## src/rtl/board_level_frame_packer_if.sv

```systemverilog
// Stream bundle for the frame packer: IN_W-bit framed words in, OUT_W-bit marked symbols out.
// The master side drives words and downstream ready; the slave side is the packer itself.
interface board_level_frame_packer_if #(
  parameter int IN_W  = 8,
  parameter int OUT_W = 6
);
  logic             s_valid;
  logic             s_ready;
  logic [IN_W-1:0]  s_data;
  logic             s_last;
  logic             m_valid;
  logic             m_ready;
  logic [OUT_W-1:0] m_data;
  logic             m_sof;
  logic             m_eof;

  modport master (
    output s_valid, s_data, s_last, m_ready,
    input  s_ready, m_valid, m_data, m_sof, m_eof
  );

  modport slave (
    input  s_valid, s_data, s_last, m_ready,
    output s_ready, m_valid, m_data, m_sof, m_eof
  );
endinterface

```

## src/rtl/board_level_frame_packer.sv

```systemverilog
// Framing and width conversion for the board-level serial link: SOF marker, MSB-first
// repacked payload, optional CRC-8/MAXIM trailer, zero-padded last symbol, EOF marker.
module board_level_frame_packer #(
  parameter int IN_W      = 8,
  parameter int OUT_W     = 6,
  parameter int CRC_EN    = 1,
  parameter int MAX_WORDS = 1024
) (
  input  logic                      clk,
  input  logic                      rst_n,
  board_level_frame_packer_if.slave bus,
  output logic                      frame_err,
  output logic                      busy
);
  localparam int BYTE_W = (IN_W > 8) ? IN_W : 8;
  localparam int ACC_W  = 2 * OUT_W - 1 + BYTE_W;
  localparam int CNT_W  = $clog2(ACC_W + 1);
  localparam int WC_W   = $clog2(MAX_WORDS + 1);

  localparam logic [CNT_W-1:0] OUT_C   = CNT_W'(OUT_W);
  localparam logic [CNT_W-1:0] OUT2_C  = CNT_W'(2 * OUT_W);
  localparam logic [CNT_W-1:0] IN_C    = CNT_W'(IN_W);
  localparam logic [CNT_W-1:0] BYTE_C  = CNT_W'(8);
  localparam logic [WC_W-1:0]  WC_LAST = WC_W'(MAX_WORDS - 1);

  if ((CRC_EN != 0 && (IN_W % 8) != 0) || IN_W < 1 || IN_W > 16 ||
      OUT_W < 1 || OUT_W > 16 || MAX_WORDS < 1) begin : g_bad_cfg
    $error("board_level_frame_packer: illegal parameter combination");
  end

  typedef enum logic [2:0] {IDLE, SOF, DATA, CRC, PAD, EOF} state_t;

  state_t           state, state_next;
  logic [ACC_W-1:0] acc, acc_next, acc_after, ins;
  logic [CNT_W-1:0] cnt, cnt_next, cnt_after, ins_len;
  logic [WC_W-1:0]  wcnt, wcnt_next;
  logic [7:0]       crc, crc_next;
  logic             frame_err_next;
  logic             m_valid_i;
  logic             pop;
  logic             clear;

  // Reflected CRC-8/MAXIM (poly 0x31, init 0), bytes folded most significant first.
  function automatic logic [7:0] crc_word(input logic [7:0] c, input logic [IN_W-1:0] w);
    logic [15:0] wx;
    logic [7:0]  r;
    wx = 16'(w);
    r  = c;
    for (int b = IN_W / 8 - 1; b >= 0; b--) begin
      r = r ^ wx[b*8 +: 8];
      for (int i = 0; i < 8; i++) r = r[0] ? ((r >> 1) ^ 8'h8C) : (r >> 1);
    end
    return r;
  endfunction

  // Beat presentation is a pure function of registered state so nothing from s_* leaks out.
  always_comb begin
    case (state)
      SOF, EOF:  m_valid_i = 1'b1;
      DATA, CRC: m_valid_i = (cnt >= OUT_C);
      PAD:       m_valid_i = (cnt != '0);
      default:   m_valid_i = 1'b0;
    endcase
  end

  assign bus.m_valid = m_valid_i;
  assign bus.m_data  = (state inside {DATA, CRC, PAD}) ? acc[ACC_W-1 -: OUT_W] : '0;
  assign bus.m_sof   = (state == SOF);
  assign bus.m_eof   = (state == EOF);
  assign busy        = (state != IDLE);

  always_comb begin
    // NOTE: every variable gets a default before the case so no path leaves one unassigned (no latch).
    state_next     = state;
    wcnt_next      = wcnt;
    crc_next       = crc;
    frame_err_next = frame_err;
    bus.s_ready    = 1'b0;
    pop            = m_valid_i && bus.m_ready && (state inside {DATA, CRC, PAD});
    ins            = '0;
    ins_len        = '0;
    clear          = 1'b0;

    case (state)
      IDLE: if (bus.s_valid) begin
        state_next     = SOF;
        clear          = 1'b1;
        wcnt_next      = '0;
        crc_next       = '0;
        frame_err_next = 1'b0;
      end
      SOF: if (bus.m_ready) state_next = DATA;
      DATA: begin
        bus.s_ready = (cnt < OUT_C) || ((cnt < OUT2_C) && bus.m_ready);
        if (bus.s_valid && bus.s_ready) begin
          ins       = ACC_W'(bus.s_data) << (ACC_W - IN_W);
          ins_len   = IN_C;
          wcnt_next = wcnt + WC_W'(1);
          if (CRC_EN != 0) crc_next = crc_word(crc, bus.s_data);
          if (bus.s_last || wcnt == WC_LAST) begin
            state_next = (CRC_EN != 0) ? CRC : PAD;
            if (!bus.s_last) frame_err_next = 1'b1;
          end
        end
      end
      CRC: if (cnt < OUT_C) begin
        ins        = ACC_W'(crc) << (ACC_W - 8);
        ins_len    = BYTE_C;
        state_next = PAD;
      end
      PAD:     if (cnt == '0) state_next = EOF;
      EOF:     if (bus.m_ready) state_next = IDLE;
      default: state_next = IDLE;
    endcase

    // Pop first, then drop new bits in directly behind whatever remains; a partial
    // final symbol in PAD is flushed whole because the bits below cnt are always zero.
    cnt_after = pop ? ((cnt >= OUT_C) ? cnt - OUT_C : '0) : cnt;
    acc_after = pop ? (acc << OUT_W) : acc;
    acc_next  = clear ? '0 : (acc_after | (ins >> cnt_after));
    cnt_next  = clear ? '0 : (cnt_after + ins_len);
  end

  always_ff @(posedge clk or negedge rst_n) begin
    // NOTE: sequential state uses non-blocking assignments so all registers update together.
    if (!rst_n) begin
      state     <= IDLE;
      acc       <= '0;
      cnt       <= '0;
      wcnt      <= '0;
      crc       <= '0;
      frame_err <= 1'b0;
    end else begin
      state     <= state_next;
      acc       <= acc_next;
      cnt       <= cnt_next;
      wcnt      <= wcnt_next;
      crc       <= crc_next;
      frame_err <= frame_err_next;
    end
  end
endmodule

```

## src/flat_wrapper.sv

```systemverilog
// flat-port wrapper written by rule: the top's interface ports become plain ports
module board_level_frame_packer_flat 
#(
  parameter int IN_W      = 8,
  parameter int OUT_W     = 6,
  parameter int CRC_EN    = 1,
  parameter int MAX_WORDS = 1024
)
  (clk, rst_n, frame_err, busy, bus_s_valid, bus_s_data, bus_s_last, bus_m_ready, bus_s_ready, bus_m_valid, bus_m_data, bus_m_sof, bus_m_eof);
  board_level_frame_packer_if #(.IN_W(IN_W), .OUT_W(OUT_W)) bus_i ();
  input  logic clk;
  input  logic rst_n;
  output logic frame_err;
  output logic busy;
  input wire logic [$bits(bus_i.s_valid)-1:0] bus_s_valid;
  input wire logic [$bits(bus_i.s_data)-1:0] bus_s_data;
  input wire logic [$bits(bus_i.s_last)-1:0] bus_s_last;
  input wire logic [$bits(bus_i.m_ready)-1:0] bus_m_ready;
  output wire logic [$bits(bus_i.s_ready)-1:0] bus_s_ready;
  output wire logic [$bits(bus_i.m_valid)-1:0] bus_m_valid;
  output wire logic [$bits(bus_i.m_data)-1:0] bus_m_data;
  output wire logic [$bits(bus_i.m_sof)-1:0] bus_m_sof;
  output wire logic [$bits(bus_i.m_eof)-1:0] bus_m_eof;
  assign bus_i.s_valid = bus_s_valid;
  assign bus_i.s_data = bus_s_data;
  assign bus_i.s_last = bus_s_last;
  assign bus_i.m_ready = bus_m_ready;
  assign bus_s_ready = bus_i.s_ready;
  assign bus_m_valid = bus_i.m_valid;
  assign bus_m_data = bus_i.m_data;
  assign bus_m_sof = bus_i.m_sof;
  assign bus_m_eof = bus_i.m_eof;
  board_level_frame_packer #(.IN_W(IN_W), .OUT_W(OUT_W), .CRC_EN(CRC_EN), .MAX_WORDS(MAX_WORDS)) u_core (.clk(clk), .rst_n(rst_n), .bus(bus_i), .frame_err(frame_err), .busy(busy));
endmodule
```

## config.mk

```make
export PLATFORM = sky130hd
export DESIGN_NAME = board_level_frame_packer_flat
export DESIGN_NICKNAME = d
export VERILOG_FILES = /design/src/rtl/board_level_frame_packer_if.sv /design/src/rtl/board_level_frame_packer.sv /design/src/flat_wrapper.sv
export SDC_FILE = /design/constraint.sdc
export NUM_CORES = 1
export LEC_CHECK = 0
export ABC_AREA = 1
export CORE_MARGIN = 3
export CORE_UTILIZATION = 64
export DETAILED_ROUTE_END_ITERATION = 10
export PLACE_DENSITY_LB_ADDON = 0.05
export SYNTH_ARGS = -nofsm -noshare
export SYNTH_HDL_FRONTEND = slang
export SYNTH_SLANG_ARGS = --single-unit
```

## constraint.sdc

```tcl
create_clock -name clk -period 6.29 [get_ports clk]
set_input_delay 1.258 -clock clk [delete_from_list [all_inputs] [get_ports clk]]
set_output_delay 1.258 -clock clk [all_outputs]
set_load 0.01 [all_outputs]
```

==> flow_summary_export.csv <==
group,metric,value,unit
global_route,track_usage,26.8,%
synthesis,syn_inst,447,
drt,wirelength,7470,um
timing,tightest_slew,1.02,ns
cts,cts-hold-fix-buffers,0,
final_layout,antenna_cells,0,
critical_path,ff2ff_path_depth,12,
critical_path,r2r-start,"u_core.cnt[1]",
min_path,hold_depth,1,
critical_path,cp_cell_sequence,"clkdlybuf4s50_1 > inv_1 > nor2_1 > nand2_1 > a21oi_1 > clkdlybuf4s50_1",
placed_design,dp.cells,526,
synthesis,yosys_warnings,0,
cts,cts_tree,"done",
timing,setup_viol,0,
critical_path,cp_top_family,"buffers and inverters",
timing,skew,0.0113,ns
critical_path,cp_data_arrival_time,2.72,ns
drt,first_iter_violations,246,
drt,via_per_inst,5.62,
drt,firstDrtPassIters,5,
job,drv_cap,0,
die,core_area,4880,um^2
power,power_density,442,nW/um^2
power,ir_worst_vdd,0.000298,V
timing,holdWs,0.501,ns
final_layout,layout.cells.non_filler,534,
cts,clockBufferDepth,2,
cts,root_buffer,"clkbuf_8",
global_route,gr-total-overflow,0,
critical_path,critPathLaunchType,"primary input",
timing,slew_headroom,31.8,%
critical_path,crit_type,"in2out",
synthesis,yosysSeqAreaShare,35.4,%
cts,numClockSinks,47,
critical_path,cpMostUsedCell,"clkdlybuf4s50_1",
cts,htreeDepth,2,
die,fp.dieW,78.0,um
timing,fin_crit_sh,63.2,%
synthesis,synth_edf_count,0,
global_route,met2_usage,43.8,%
power,p_leak,1.70,nW
critical_path,crit_path_top_delay_cell,"clkdlybuf4s50_1",
die,die_h,78.0,um
cts,cts_made_buffers,5,
cts,post_cts_buffers,0,
timing,grt_setup_unrepaired,"no",
min_path,hold_end,"u_core.frame_err",
global_route,grt_pass1_wl,13300,um
cts,cts_resized,0,
placed_design,place.gp.congestion,0.976,
die,die-area,6080,um^2
synthesis,yosysTopAreaCell,"dfrtp_1",
critical_path,r2r-end,"u_core.acc[8]",
drt,drc,0,
cts,clock_latency,0.30,ns
critical_path,cp.buffers_inverters,3,
die,ioPinCount,25,
min_path,hp-start,"u_core.frame_err",
synthesis,synth.area.top_cells,"dfrtp_1, nand2_1, nand3_1",
critical_path,cp_max_fo,3,
drt,vias,3003,
die,initial_core_util,68.0,%
synthesis,synth_top_area_share,35.4,%
drt,wire_per_inst,14.0,um
timing,timing.fmax,0.252,GHz
run_status,status,"complete, no violations",
final_layout,fillCellCount,399,
critical_path,cp-end-kind,"primary output",
global_route,gr-usage-met1,37.2,%
global_route,antenna_found_initial,0,
timing,period_needed,3.98,ns
timing,hold_viol,0,
drt,ant_nets,0,
final_layout,multi_input_area,1860,um^2
final_layout,final_nets,482,
timing,finalMaxSlewViolations,0,
final_layout,layout-drive-gt1-share,11.8,%
final_layout,regArea,1180,um^2
die,std_cell_rows,25,
global_route,grt_util_met3,4.18,%
synthesis,postSynth.asyncResetShare,100,%
synthesis,synth_area,3320,um^2
global_route,grt_pass1_vias,2933,
synthesis,ys_seq_elements,47,
timing,finalSetupTns,0,ns
critical_path,crit_required,5.03,ns
synthesis,synth_area_per_cell,7.42,um^2
final_layout,area_growth,10.0,%
critical_path,critPathMaxStageDelay,0.55,ns
synthesis,synth_nets,463,
placed_design,io_buffer_count,24,
synthesis,ys.flop_type,"dfrtp_1",
global_route,grt_max_degree,48,
placed_design,dp_hpwl,5580,um
synthesis,synthDistinctLibCells,48,
critical_path,reg2reg_slack,3.58,ns
global_route,busiest_layer,"met2",
min_path,min_path_type,"reg2reg",
cts,clk_pin_slew_worst_paths,0.09,ns
## worst reg2reg max path: cells and delay by family (launching register included)
kind | cells | cell delay, ns
AOI/OAI and AO/OA | 2 | 0.35
DFF | 1 | 0.44
adders and majority gates | 1 | 0.22
buffers and inverters | 2 | 0.37
and+or+nand+nor | 7 | 1.25
## cell usage in the layout, fill, tap and decap left out, types with 3 or more instances in the layout
cell,instances
nor2_1,36
nor3_1,4
nor2_4,3
nand2_4,7
ha_1,3
clkdlybuf4s50_1,23
xnor2_1,10
inv_2,9
nor2_2,5
nand2_1,114
o22ai_1,3
nand3_1,42
inv_1,40
clkbuf_8,6
a31oi_1,3
nand4_1,11
a21oi_1,25
xor2_1,10
o21ai_0,23
nand2_2,5
dfrtp_1,47
o21ai_1,3
o21a_1,3
## flip-flops by register name, summed over array words and instances, names as in the netlist
name              cells
u_core.crc            8
u_core.cnt            5
u_core.state          3
u_core.frame_err      1
u_core.acc           19
u_core.wcnt          11
## per-stage QoR
step                      power [mW]  worst slack [ns]  cell area, um^2  util, %
after detailed placement        1.41              2.31             3560     72.9
after global routing            1.75              2.21             3650     74.8
after global placement          1.38              2.30             3560     72.9
final                           1.61              2.31             3650     74.8
after floorplan                 1.21              3.27             3320        -
after CTS                       1.61              2.30             3650     74.8
## power breakdown
group          internal [mW]  switching [mW]
Clock                 0.0902           0.102
Sequential             0.402          0.0720
Combinational          0.350           0.596
Total                  0.842           0.770
## synthesized netlist by cell type (all sizes together), types with 5 or more instances
cell type	count
nand2	127
inv	51
dfrtp	47
nor2	46
nand3	45
o21ai	29
a21oi	27
nand4	12
xnor2	10
xor2	10
buf	8
nor3	5
## cell families (layout without fill, tap and decap cells)
family                     count (synthesis)  after routing  synth area share [%]
AOI/OAI and AO/OA                         72             72                  13.1
xor gates and xnor gates                  20             20                  5.28
adders and majority gates                  3              3                  1.13
buffers and inverters                     64             84                  8.52
DFF                                       47             47                  35.4
muxes                                      2              2                 0.603
and+or+nand+nor                          239            239                  35.9
## how the worst max path moves through the flow
stage / depth (start not counted) / to / startpoint
after floorplan: 4 / bus_s_ready / bus_m_ready
after global placement: 6 / bus_s_ready / bus_m_ready
after detailed placement: 6 / bus_s_ready / bus_m_ready
after CTS: 6 / bus_s_ready / bus_m_ready
after global routing: 6 / bus_s_ready / bus_m_ready
final: 6 / bus_s_ready / bus_m_ready
## routing by layer
layer / routed length (um) / vias up
li1: - / 1495
met1: 3390 / 1413
met2: 3560 / 86
met3: 411 / 9
met4: 108 / 0
met5: 0 / -
## final cells by class
cell class / instances / area share (%)
timing repair buffer: 24 / 6.44
tap: 67 / 2.30
clock inverter: 1 / 0.240
multi-input combinational: 336 / 50.9
sequential: 47 / 32.2
clock buffer: 7 / 2.36
inverter: 52 / 5.52
Note: power is estimated with default switching activity, not from simulation.
